File: config.mk
export PLATFORM = sky130hd
export DESIGN_NAME = layer_sequencer
export DESIGN_NICKNAME = d
export VERILOG_FILES = /design/src/rtl/layer_sequencer_pkg.sv /design/src/rtl/layer_sequencer_credit_counter.sv /design/src/rtl/layer_sequencer.sv
export SDC_FILE = /design/constraint.sdc
export NUM_CORES = 1
export LEC_CHECK = 0
export ABC_CLOCK_PERIOD_IN_PS = 4650
export CORE_ASPECT_RATIO = 0.7
export CORE_UTILIZATION = 50
export CTS_CLUSTER_DIAMETER = 200
export CTS_CLUSTER_SIZE = 10
export DETAILED_ROUTE_END_ITERATION = 6
export PLACE_DENSITY = 0.76
export SETUP_SLACK_MARGIN = 0.3
export SLEW_MARGIN = 25
export SYNTH_ARGS = -nofsm -noshare
export SYNTH_HDL_FRONTEND = slang
export SYNTH_SLANG_ARGS = --single-unit
File: constraint.sdc
create_clock -name iCLK -period 4.65 [get_ports iCLK]
set_input_delay 0.93 -clock iCLK [delete_from_list [all_inputs] [get_ports iCLK]]
set_output_delay 0.93 -clock iCLK [all_outputs]
set_load 0.005 [all_outputs]
File: src/rtl/layer_sequencer_pkg.sv
// Shared definitions for the layer-pipeline run controller: FSM states,
// mode encodings and the bit positions of the command and finish words.
package layer_sequencer_pkg;

  typedef enum logic [1:0] {
    S_IDLE  = 2'd0,
    S_RUN   = 2'd1,
    S_DRAIN = 2'd2,
    S_FIN   = 2'd3
  } seq_state_t;

  localparam logic MODE_INFER = 1'b0;
  localparam logic MODE_TRAIN = 1'b1;

  // Command word: {mode, N-1}. Finish word: {error flag, completions-1}.
  // Both carry the count in the low NI bits and the flag in bit NI.
  localparam int CMD_COUNT_LSB = 0;
  localparam int FIN_COUNT_LSB = 0;

  function automatic int cmd_mode_bit(input int ni);
    return ni;
  endfunction

  function automatic int fin_err_bit(input int ni);
    return ni;
  endfunction

endpackage

File: src/rtl/layer_sequencer_credit_counter.sv
// Outstanding-sample counter: up on issue, down on completion, unchanged
// when both happen together. Also reports whether the next-cycle count is
// still below the in-flight limit so the issuer can register its valid.
module credit_counter #(
  parameter int DEPTH = 4,
  parameter int CW    = $clog2(DEPTH + 1)
) (
  input  logic          clk,
  input  logic          rst,
  input  logic          clr,
  input  logic          inc,
  input  logic          dec,
  input  logic [CW-1:0] limit,
  output logic [CW-1:0] count,
  output logic          below_next
);

  logic [CW-1:0] count_next;

  // Next count and look-ahead limit compare.
  // NOTE: every signal written in always_comb gets a default first, so no
  // path leaves it unassigned and no latch is inferred.
  always_comb begin
    count_next = count;
    if (clr)
      count_next = '0;
    else if (inc && !dec)
      count_next = count + CW'(1);
    else if (dec && !inc)
      count_next = count - CW'(1);
    below_next = (count_next < limit);
  end

  // Count register with synchronous reset.
  // NOTE: sequential state uses non-blocking assignment so every register
  // samples pre-edge values regardless of block ordering.
  always_ff @(posedge clk) begin
    if (rst)
      count <= '0;
    else
      count <= count_next;
  end

endmodule

File: src/rtl/layer_sequencer.sv
// Run controller for the layer pipeline. Accepts {mode, N-1}, drives the
// shared mode line, issues sample indices with bounded in-flight count,
// counts completion tokens and reports {error, completions-1} on finish.
// Optional: define SEQ_CYCLE_COUNT_EN to add the oCycles run-length counter.
module layer_sequencer
  import layer_sequencer_pkg::*;
#(
  parameter int NI    = 10,
  parameter int DEPTH = 4
`ifdef SEQ_CYCLE_COUNT_EN
  , parameter int WC  = 32
`endif
) (
  input  logic          iCLK,
  input  logic          iRST,
  input  logic          iValid_AM_Cmd,
  output logic          oReady_AM_Cmd,
  input  logic [NI:0]   iData_AM_Cmd,
  output logic          oMode,
  output logic          oValid_BM_Index,
  input  logic          iReady_BM_Index,
  output logic [NI-1:0] oData_BM_Index,
  input  logic          iValid_AS_Done,
  output logic          oReady_AS_Done,
  output logic          oValid_BM_Fin,
  input  logic          iReady_BM_Fin,
  output logic [NI:0]   oData_BM_Fin,
  output logic          oBusy
`ifdef SEQ_CYCLE_COUNT_EN
  , output logic [WC-1:0] oCycles
`endif
);

  localparam int CW = $clog2(DEPTH + 1);

  seq_state_t    state, state_next;
  logic          mode_q;
  logic [NI-1:0] last_q;
  logic [NI-1:0] idx_q;
  logic [NI-1:0] done_cnt_q;
  logic          err_q;
  logic          index_valid_q, index_valid_next;
  logic [CW-1:0] outstanding;
  logic [CW-1:0] limit_next;
  logic          below_next;
  logic          mode_next;
  logic          cmd_hs, index_hs, done_hs, done_ok, done_spur;

  assign oReady_AM_Cmd  = (state == S_IDLE) && !iRST;
  assign oReady_AS_Done = (state == S_RUN) || (state == S_DRAIN);
  assign oValid_BM_Fin  = (state == S_FIN);
  assign oValid_BM_Index = index_valid_q;
  assign oData_BM_Index = idx_q;
  assign oMode          = mode_q;
  assign oBusy          = (state != S_IDLE);

  assign cmd_hs    = iValid_AM_Cmd && oReady_AM_Cmd;
  assign index_hs  = index_valid_q && iReady_BM_Index;
  assign done_hs   = iValid_AS_Done && oReady_AS_Done;
  // A token with nothing in flight is consumed but only flags the error.
  assign done_ok   = done_hs && (outstanding != '0);
  assign done_spur = done_hs && (outstanding == '0);

  // Limit follows the mode that will be in force next cycle, so the first
  // index after command accept already respects the training limit of 1.
  assign mode_next  = cmd_hs ? iData_AM_Cmd[cmd_mode_bit(NI)] : mode_q;
  assign limit_next = (mode_next == MODE_TRAIN) ? CW'(1) : CW'(DEPTH);

  // Finish word is forced to zero outside FIN so reset/idle outputs read 0.
  assign oData_BM_Fin = (state == S_FIN) ? {err_q, done_cnt_q - NI'(1)} : '0;

  credit_counter #(.DEPTH(DEPTH), .CW(CW)) u_credit (
    .clk        (iCLK),
    .rst        (iRST),
    .clr        (cmd_hs),
    .inc        (index_hs),
    .dec        (done_ok),
    .limit      (limit_next),
    .count      (outstanding),
    .below_next (below_next)
  );

  // Next-state decode and registered index-valid look-ahead.
  always_comb begin
    state_next = state;
    unique case (state)
      S_IDLE:  if (cmd_hs) state_next = S_RUN;
      S_RUN:   if (index_hs && (idx_q == last_q)) state_next = S_DRAIN;
      S_DRAIN: if (outstanding == '0) state_next = S_FIN;
      S_FIN:   if (iReady_BM_Fin) state_next = S_IDLE;
      default: state_next = S_IDLE;
    endcase
    index_valid_next = (state_next == S_RUN) && below_next;
  end

  // FSM state register.
  always_ff @(posedge iCLK) begin
    if (iRST)
      state <= S_IDLE;
    else
      state <= state_next;
  end

  // Run registers: mode, last index, issue/completion counters, error flag.
  always_ff @(posedge iCLK) begin
    if (iRST) begin
      mode_q        <= MODE_INFER;
      last_q        <= '0;
      idx_q         <= '0;
      done_cnt_q    <= '0;
      err_q         <= 1'b0;
      index_valid_q <= 1'b0;
    end else begin
      index_valid_q <= index_valid_next;
      if (cmd_hs) begin
        mode_q     <= iData_AM_Cmd[cmd_mode_bit(NI)];
        last_q     <= iData_AM_Cmd[CMD_COUNT_LSB +: NI];
        idx_q      <= '0;
        done_cnt_q <= '0;
        err_q      <= 1'b0;
      end else begin
        if (index_hs)  idx_q      <= idx_q + NI'(1);
        if (done_ok)   done_cnt_q <= done_cnt_q + NI'(1);
        if (done_spur) err_q      <= 1'b1;
      end
    end
  end

`ifdef SEQ_CYCLE_COUNT_EN
  logic [WC-1:0] cycles_q;

  // Saturating run-length counter, active only while the run is in flight.
  always_ff @(posedge iCLK) begin
    if (iRST)
      cycles_q <= '0;
    else if (cmd_hs)
      cycles_q <= '0;
    else if (((state == S_RUN) || (state == S_DRAIN)) && (cycles_q != '1))
      cycles_q <= cycles_q + WC'(1);
  end

  assign oCycles = cycles_q;
`endif

endmodule

==> flow_metrics.py, run 1 <==
metrics = {
    "outcome": {
        "status": "complete, no violations",
    },
    "timing": {
        "tightestPinTransition_ns": 0.561,
        "rsz0062_at_grt": "no",
        "min_period_ns": 3.26,
        "finalCritPeriodShare_pct": 70.1,
        "drv_slew": 0,
        "max_freq_mhz": 307,
        "setup_viol": 0,
        "final_hold_viol_count": 0,
        "holdWs_ns": 0.463,
        "maxSlewHeadroom_pct": 62.5,
        "fin_worst_skew_ns": 0.00357,
        "tns_ns": 0,
    },
    "finish": {
        "stdcell_count": 351,
        "area_growth_pct": 24.6,
        "drive_gt1_share_pct": 7.02,
        "n_antenna_cell": 0,
        "utilization_pct": 67.3,
        "fin_nets": 327,
    },
    "global_routing": {
        "grt_antenna_before_repair": 0,
        "grt_pass1_wl_mm": 7.80,
        "grt_max_degree": 29,
        "track_usage_pct": 22.4,
        "grt_overflow_total": 0,
        "grt_pass1_vias": 1674,
    },
    "clock_tree": {
        "cts_num_sinks": 38,
        "path_clk_slew_ns": 0.07,
        "htree_levels": 2,
        "cts.hold.buffers_added": 0,
        "cts_tree": "done",
        "clk_latency_ns": 0.29,
        "clk_path_buf_depth": 2,
        "cts_setup_buffers": 0,
        "cts_buffers": 5,
        "clock-root-buffer": "clkbuf_8",
        "cts_resized": 0,
    },
    "route": {
        "dr_wl_met3_um": 176,
        "wl_mm": 4.59,
        "drc": 0,
        "routed-wl-met2_mm": 1.89,
        "drtAntennaViolNets": 0,
        "top_layer": "met4",
        "wl_met1_mm": 2.46,
        "vias": 1836,
        "first_iter_violations": 106,
        "via_per_inst": 5.23,
        "routedWlPerCell_um": 13.1,
        "first_pass_iters": 4,
    },
    "worst_setup_path": {
        "worstSetupStartpointType": "register",
        "path_max_fanout": 10,
        "endpoint_kind": "primary output",
        "crit_arrival_ns": 2.33,
        "required_ns": 3.72,
        "path_class": "reg2out",
    },
    "synth": {
        "synth_edf_count": 0,
        "ys_ff_latch": 38,
        "yosysMostFrequentCell": "dfxtp_1",
        "yosys_warnings": 0,
        "synth.distinct_cells": 46,
        "synth_top_flop_cell": "dfxtp_1",
        "synthArstFlopShare_pct": 0,
        "synthTopCellsByCount": "dfxtp_1 (38), nor2_1 (27), xor2_1 (24), nand2_1 (20), o21ai_0 (16)",
        "yosysSeqAreaShare_pct": 34.8,
        "syn_nets": 287,
        "synthCells": 258,
        "syn_area_sq_mm": 0.00218,
        "synth_area_leaders": "dfxtp_1 (35%), xor2_1 (9.6%), ha_1 (6.9%)",
        "synth_top_area_cell": "dfxtp_1",
        "syn_area_per_cell_sq_um": 8.46,
        "synth_top_area_share_pct": 34.8,
    },
    "power_and_ir_drop": {
        "ir_drop_uv": 166,
        "leakage_nw": 1.10,
        "pwr_density_cell_mw_per_mm2": 241,
    },
    "floorplanning": {
        "io_pins": 44,
        "die-area_sq_mm": 0.00464,
        "fp.dieW_um": 81.0,
        "start_util_pct": 54.0,
        "core_region_area_sq_mm": 0.00404,
        "row_count": 19,
        "die_y_um": 57.3,
    },
    "run": {
        "maxCapViolations": 0,
    },
    "min_path": {
        "holdCritPathClass": "reg2reg",
    },
    "place": {
        "dp.cells": 343,
        "gp_routability_congestion": 0.804,
        "dp_hpwl_mm": 3.52,
        "io_buffers": 43,
    },
}
==> worst paths after layout <==
check	from	slack, ns	end	cells past startpoint
worst max register to register	state[1]	1.63	oValid_BM_Index	13
worst max-delay path	done_cnt_q[3]	1.39	oData_BM_Fin[7]	4
worst min-delay path	err_q	0.46	err_q	2
worst min register to register	err_q	0.46	err_q	2
==> registers in the layout (all words and copies together) (netlist names) <==
name             cells
last_q              10
done_cnt_q          10
err_q                1
oValid_BM_Index      1
u_credit.count       3
oData_BM_Index      10
oMode                1
state                2
==> worst max-delay path: stages (launching register included) <==
cell	delay, ns
dfxtp_1	0.43
or4_4	0.61
or3_1	0.36
a21boi_1	0.14
clkdlybuf4s50_1	0.51
==> per-layer routing <==
metal | GRT usage (%) | vias to the layer above
li1 | - | 950
met5 | 0 | -
met3 | 5.60 | 7
met1 | 32.5 | 833
met2 | 32.4 | 46
met4 | 7.40 | 0
==> power by group <==
group,internal [mW],total (mW),switching [mW]
Sequential,0.336,0.345,0.00967
Clock,0.120,0.233,0.114
Combinational,0.0394,0.0770,0.0376
Total,0.495,0.656,0.161
==> stage by stage <==
stage	power, mW	setup WS (ns)	cell area [sq um]
after detailed placement	0.429	1.13	2630
after global placement	0.428	1.22	2630
final	0.656	1.39	2720
after global routing	0.684	1.20	2720
after floorplan	0.396	1.87	2180
after CTS	0.662	1.38	2720
==> final cells by class <==
cell class	count	area, sq um
multi-input combinational	196	1310
clock inverter	1	5.00
clock buffer	7	86.3
inverter	12	45.0
sequential	38	761
tap	52	65.1
timing repair buffer	45	445
fill	345	1320
==> cells in the final DEF (no fill, tap or decap), drive strengths merged, types with 3 or more instances in the layout <==
master / instances
clkdlybuf4s50: 43
dfxtp: 38
nor2: 28
xor2: 24
nand2: 20
o21ai: 16
inv: 12
nand2b: 12
ha: 12
xnor2: 9
and2: 8
nand3: 7
clkbuf: 7
a21oi: 6
or3: 5
nor3: 5
and3: 5
nor4: 5
nor2b: 4
nand4: 4
and3b: 3
a31oi: 3
a21boi: 3
==> logic make-up (layout without fill, tap and decap cells) <==
group | Yosys count | after routing | synth area share, %
and+or+nand+nor | 112 | 112 | 28.1
DFF | 38 | 38 | 34.8
AOI/OAI and AO/OA | 38 | 38 | 11.5
buffers and inverters | 24 | 65 | 4.99
xor gates and xnor gates | 33 | 33 | 13.2
muxes | 1 | 1 | 0.458
adders and majority gates | 12 | 12 | 6.88
Power figures use the tool's default switching activity.
==> run 2, diff against run 1 <==
--- a/config.mk
+++ b/config.mk
@@ -5,7 +5,7 @@
 export SDC_FILE = /design/constraint.sdc
 export NUM_CORES = 1
 export LEC_CHECK = 0
-export ABC_CLOCK_PERIOD_IN_PS = 4650
+export ABC_CLOCK_PERIOD_IN_PS = 3210
 export CORE_ASPECT_RATIO = 0.7
 export CORE_UTILIZATION = 50
 export CTS_CLUSTER_DIAMETER = 200
==> constraint.sdc (replaced) <==
create_clock -name iCLK -period 3.21 [get_ports iCLK]
set_input_delay 0.642 -clock iCLK [delete_from_list [all_inputs] [get_ports iCLK]]
set_output_delay 0.642 -clock iCLK [all_outputs]
set_load 0.005 [all_outputs]
==> run 2 against run 1 <==
  * Sequential power grew 45%
  * Design area grew 1.4%
  * Critical path type unchanged
  * Largest power group unchanged
  * Critical path depth grew 1
  * Non-clock buffer count grew 3
  * Via count grew 2.3%
==> flow_metrics.py, run 2 (synthesis results as in run 1) <==
metrics = {
    "worst_setup_path": {
        "crit_arrival_ns": 2.21,
        "reg2reg_depth": 13,
        "path_class": "reg2out",
        "crit_buf_inv": 1,
        "ff2ff_setup_slack_ns": 0.43,
        "rr_startpoint": "state[1]",
        "cp_top_family": "simple AND/OR/NAND/NOR gates",
        "endpoint_kind": "primary output",
        "critPathMaxStageDelay_ns": 0.58,
        "crit_path_cell_trace": "or4_4 -> nor3_2 -> xor2_1 -> and2_1 -> clkdlybuf4s50_1",
        "required_ns": 2.57,
        "path_max_fanout": 8,
        "r2r_end": "oValid_BM_Index",
        "worstSetupStartpointType": "register",
        "crit_slowest_cell": "or4_4",
    },
    "clock_tree": {
        "clock-root-buffer": "clkbuf_8",
        "path_clk_slew_ns": 0.07,
        "cts_tree": "done",
        "cts_num_sinks": 38,
        "cts.hold.buffers_added": 0,
        "cts_buffers": 5,
        "cts_setup_buffers": 0,
        "clk_path_buf_depth": 2,
        "clk_latency_ns": 0.29,
        "htree_levels": 2,
    },
    "place": {
        "gp_routability_congestion": 0.961,
        "dp_slack_ns": 0.169,
        "io_buffers": 43,
        "placed_area_sq_mm": 0.00265,
        "dp_hpwl_mm": 3.51,
    },
    "power_and_ir_drop": {
        "seq_power_share_pct": 53.6,
        "p_int_uw": 689,
        "pwr_density_cell_mw_per_mm2": 338,
        "swShare_pct": 26.0,
        "clkPwrFrac_pct": 34.0,
        "fin_total_pwr_uw": 931,
        "power_switching_uw": 242,
        "p_comb_share_pct": 12.4,
        "ir_drop_uv": 272,
        "leakage_nw": 1.16,
    },
    "global_routing": {
        "grt_overflow_total": 0,
        "track_usage_pct": 22.5,
        "grt_antenna_before_repair": 0,
        "grt_max_degree": 28,
        "grt_pass1_vias": 1638,
        "grt_pass1_wl_mm": 7.85,
    },
    "timing": {
        "finalCritPeriodShare_pct": 88.9,
        "tns_ns": 0,
        "fin_worst_skew_ns": 0.00429,
        "rsz0062_at_grt": "yes",
        "max_freq_mhz": 351,
        "setup_viol": 0,
        "maxSlewHeadroom_pct": 66.6,
        "drv_slew": 0,
        "final_hold_viol_count": 0,
        "min_period_ns": 2.85,
        "tightestPinTransition_ns": 0.499,
        "finalWorstSetupSlack_ns": 0.358,
    },
    "route": {
        "wl_mm": 4.70,
        "routedWlPerCell_um": 13.3,
        "first_pass_iters": 4,
        "vias": 1879,
        "first_iter_violations": 152,
        "via_per_inst": 5.32,
        "drc": 0,
        "drtAntennaViolNets": 0,
    },
    "finish": {
        "fillCellCount": 371,
        "area_growth_pct": 26.4,
        "final_cell_mix": "clkdlybuf4s50_1 (41), dfxtp_1 (36), nor2_1 (27), xor2_1 (24), nand2_1 (19)",
        "drive_gt1_share_pct": 9.97,
        "n_antenna_cell": 0,
        "stdcell_area_sq_mm": 0.00276,
        "final_common_cell": "clkdlybuf4s50_1",
        "fin_nets": 330,
    },
    "outcome": {
        "status": "complete, no violations",
    },
    "floorplanning": {
        "die-area_sq_mm": 0.00464,
        "start_util_pct": 54.0,
        "io_pins": 44,
        "die_y_um": 57.3,
        "row_count": 19,
        "core_region_area_sq_mm": 0.00404,
        "fp.dieW_um": 81.0,
    },
    "min_path": {
        "worstHoldPathCells": 2,
        "holdCritPathClass": "reg2reg",
        "holdCritStartpoint": "err_q",
        "holdPathEnd": "err_q",
    },
    "run": {
        "maxCapViolations": 0,
    },
}
==> run 2: cell types whose count changed in the layout (fill, tap and decap cells not counted), moves of 2 or more <==
cell             previous run  this run
dfxtp_4                     0         2
clkdlybuf4s50_1            43        41
buf_4                       2         5
dfxtp_1                    38        36
dlymetal6s2s_1              0         2
==> run 2: tightest hold or removal path, cell delays in order (launching register included) <==
cell and delay, ns:
dfxtp_1 0.33, a21oi_1 0.04, nor2_1 0.07
==> run 2: worst max path at each step <==
stage               startpoint         endpoint  cells past startpoint
5_1_grt               state[1]  oValid_BM_Index                     13
6_report         done_cnt_q[4]  oData_BM_Fin[8]                      5
2_1_floorplan         state[1]  oValid_BM_Index                     13
4_1_cts          done_cnt_q[4]  oData_BM_Fin[7]                      4
3_5_place_dp   iReady_BM_Index  oValid_BM_Index                     12
3_3_place_gp   iReady_BM_Index  oValid_BM_Index                     12
==> run 2: repair_timing <==
item | 4_1_cts | 5_1_grt
endpoints found under the setup margin | 3 | 5
gates resized for setup | 3 | 7
pin swaps | 1 | 0
==> run 2: routing by layer <==
metal | part of all wire [%] | up-vias | GRT usage, %
met4 | 1.1 | 0 | 7.91
met1 | 54 | 869 | 33.3
li1 | - | 956 | -
met3 | 4.2 | 7 | 5.28
met5 | 0 | - | 0
met2 | 41 | 47 | 31.6
==> run 2: final cells by class <==
type                    instances  area [sq um]  area share [%]
flip-flops and latches         38           768            27.8
inverters                      12          45.0            1.63
well taps                      52          65.1            2.36
clock inverters                 2          10.0           0.363
repair buffers                 48           473            17.1
multi-input cells             196          1330            48.2
clock buffers                   5          68.8            2.49
==> run 2: per-stage QoR <==
| step | hold WS, ns | cells | utilization, % |
|---|---|---|---|
| after CTS | 0.477 | 353 | 67.7 |
| after floorplan | 0.429 | 258 | - |
| after detailed placement | 0.460 | 346 | 65.6 |
| final | 0.471 | 353 | 68.3 |
| after global routing | 0.510 | 353 | 68.3 |
| after global placement | 0.457 | 346 | 65.6 |
==> run 2: power by group through the flow <==
stage,clock network [mW],logic [mW],registers (mW)
floorplan,0,0.0674,0.507
global placement,0,0.112,0.511
detailed placement,0,0.114,0.511
global route,0.340,0.129,0.501
finish,0.317,0.115,0.499
CTS,0.321,0.116,0.500
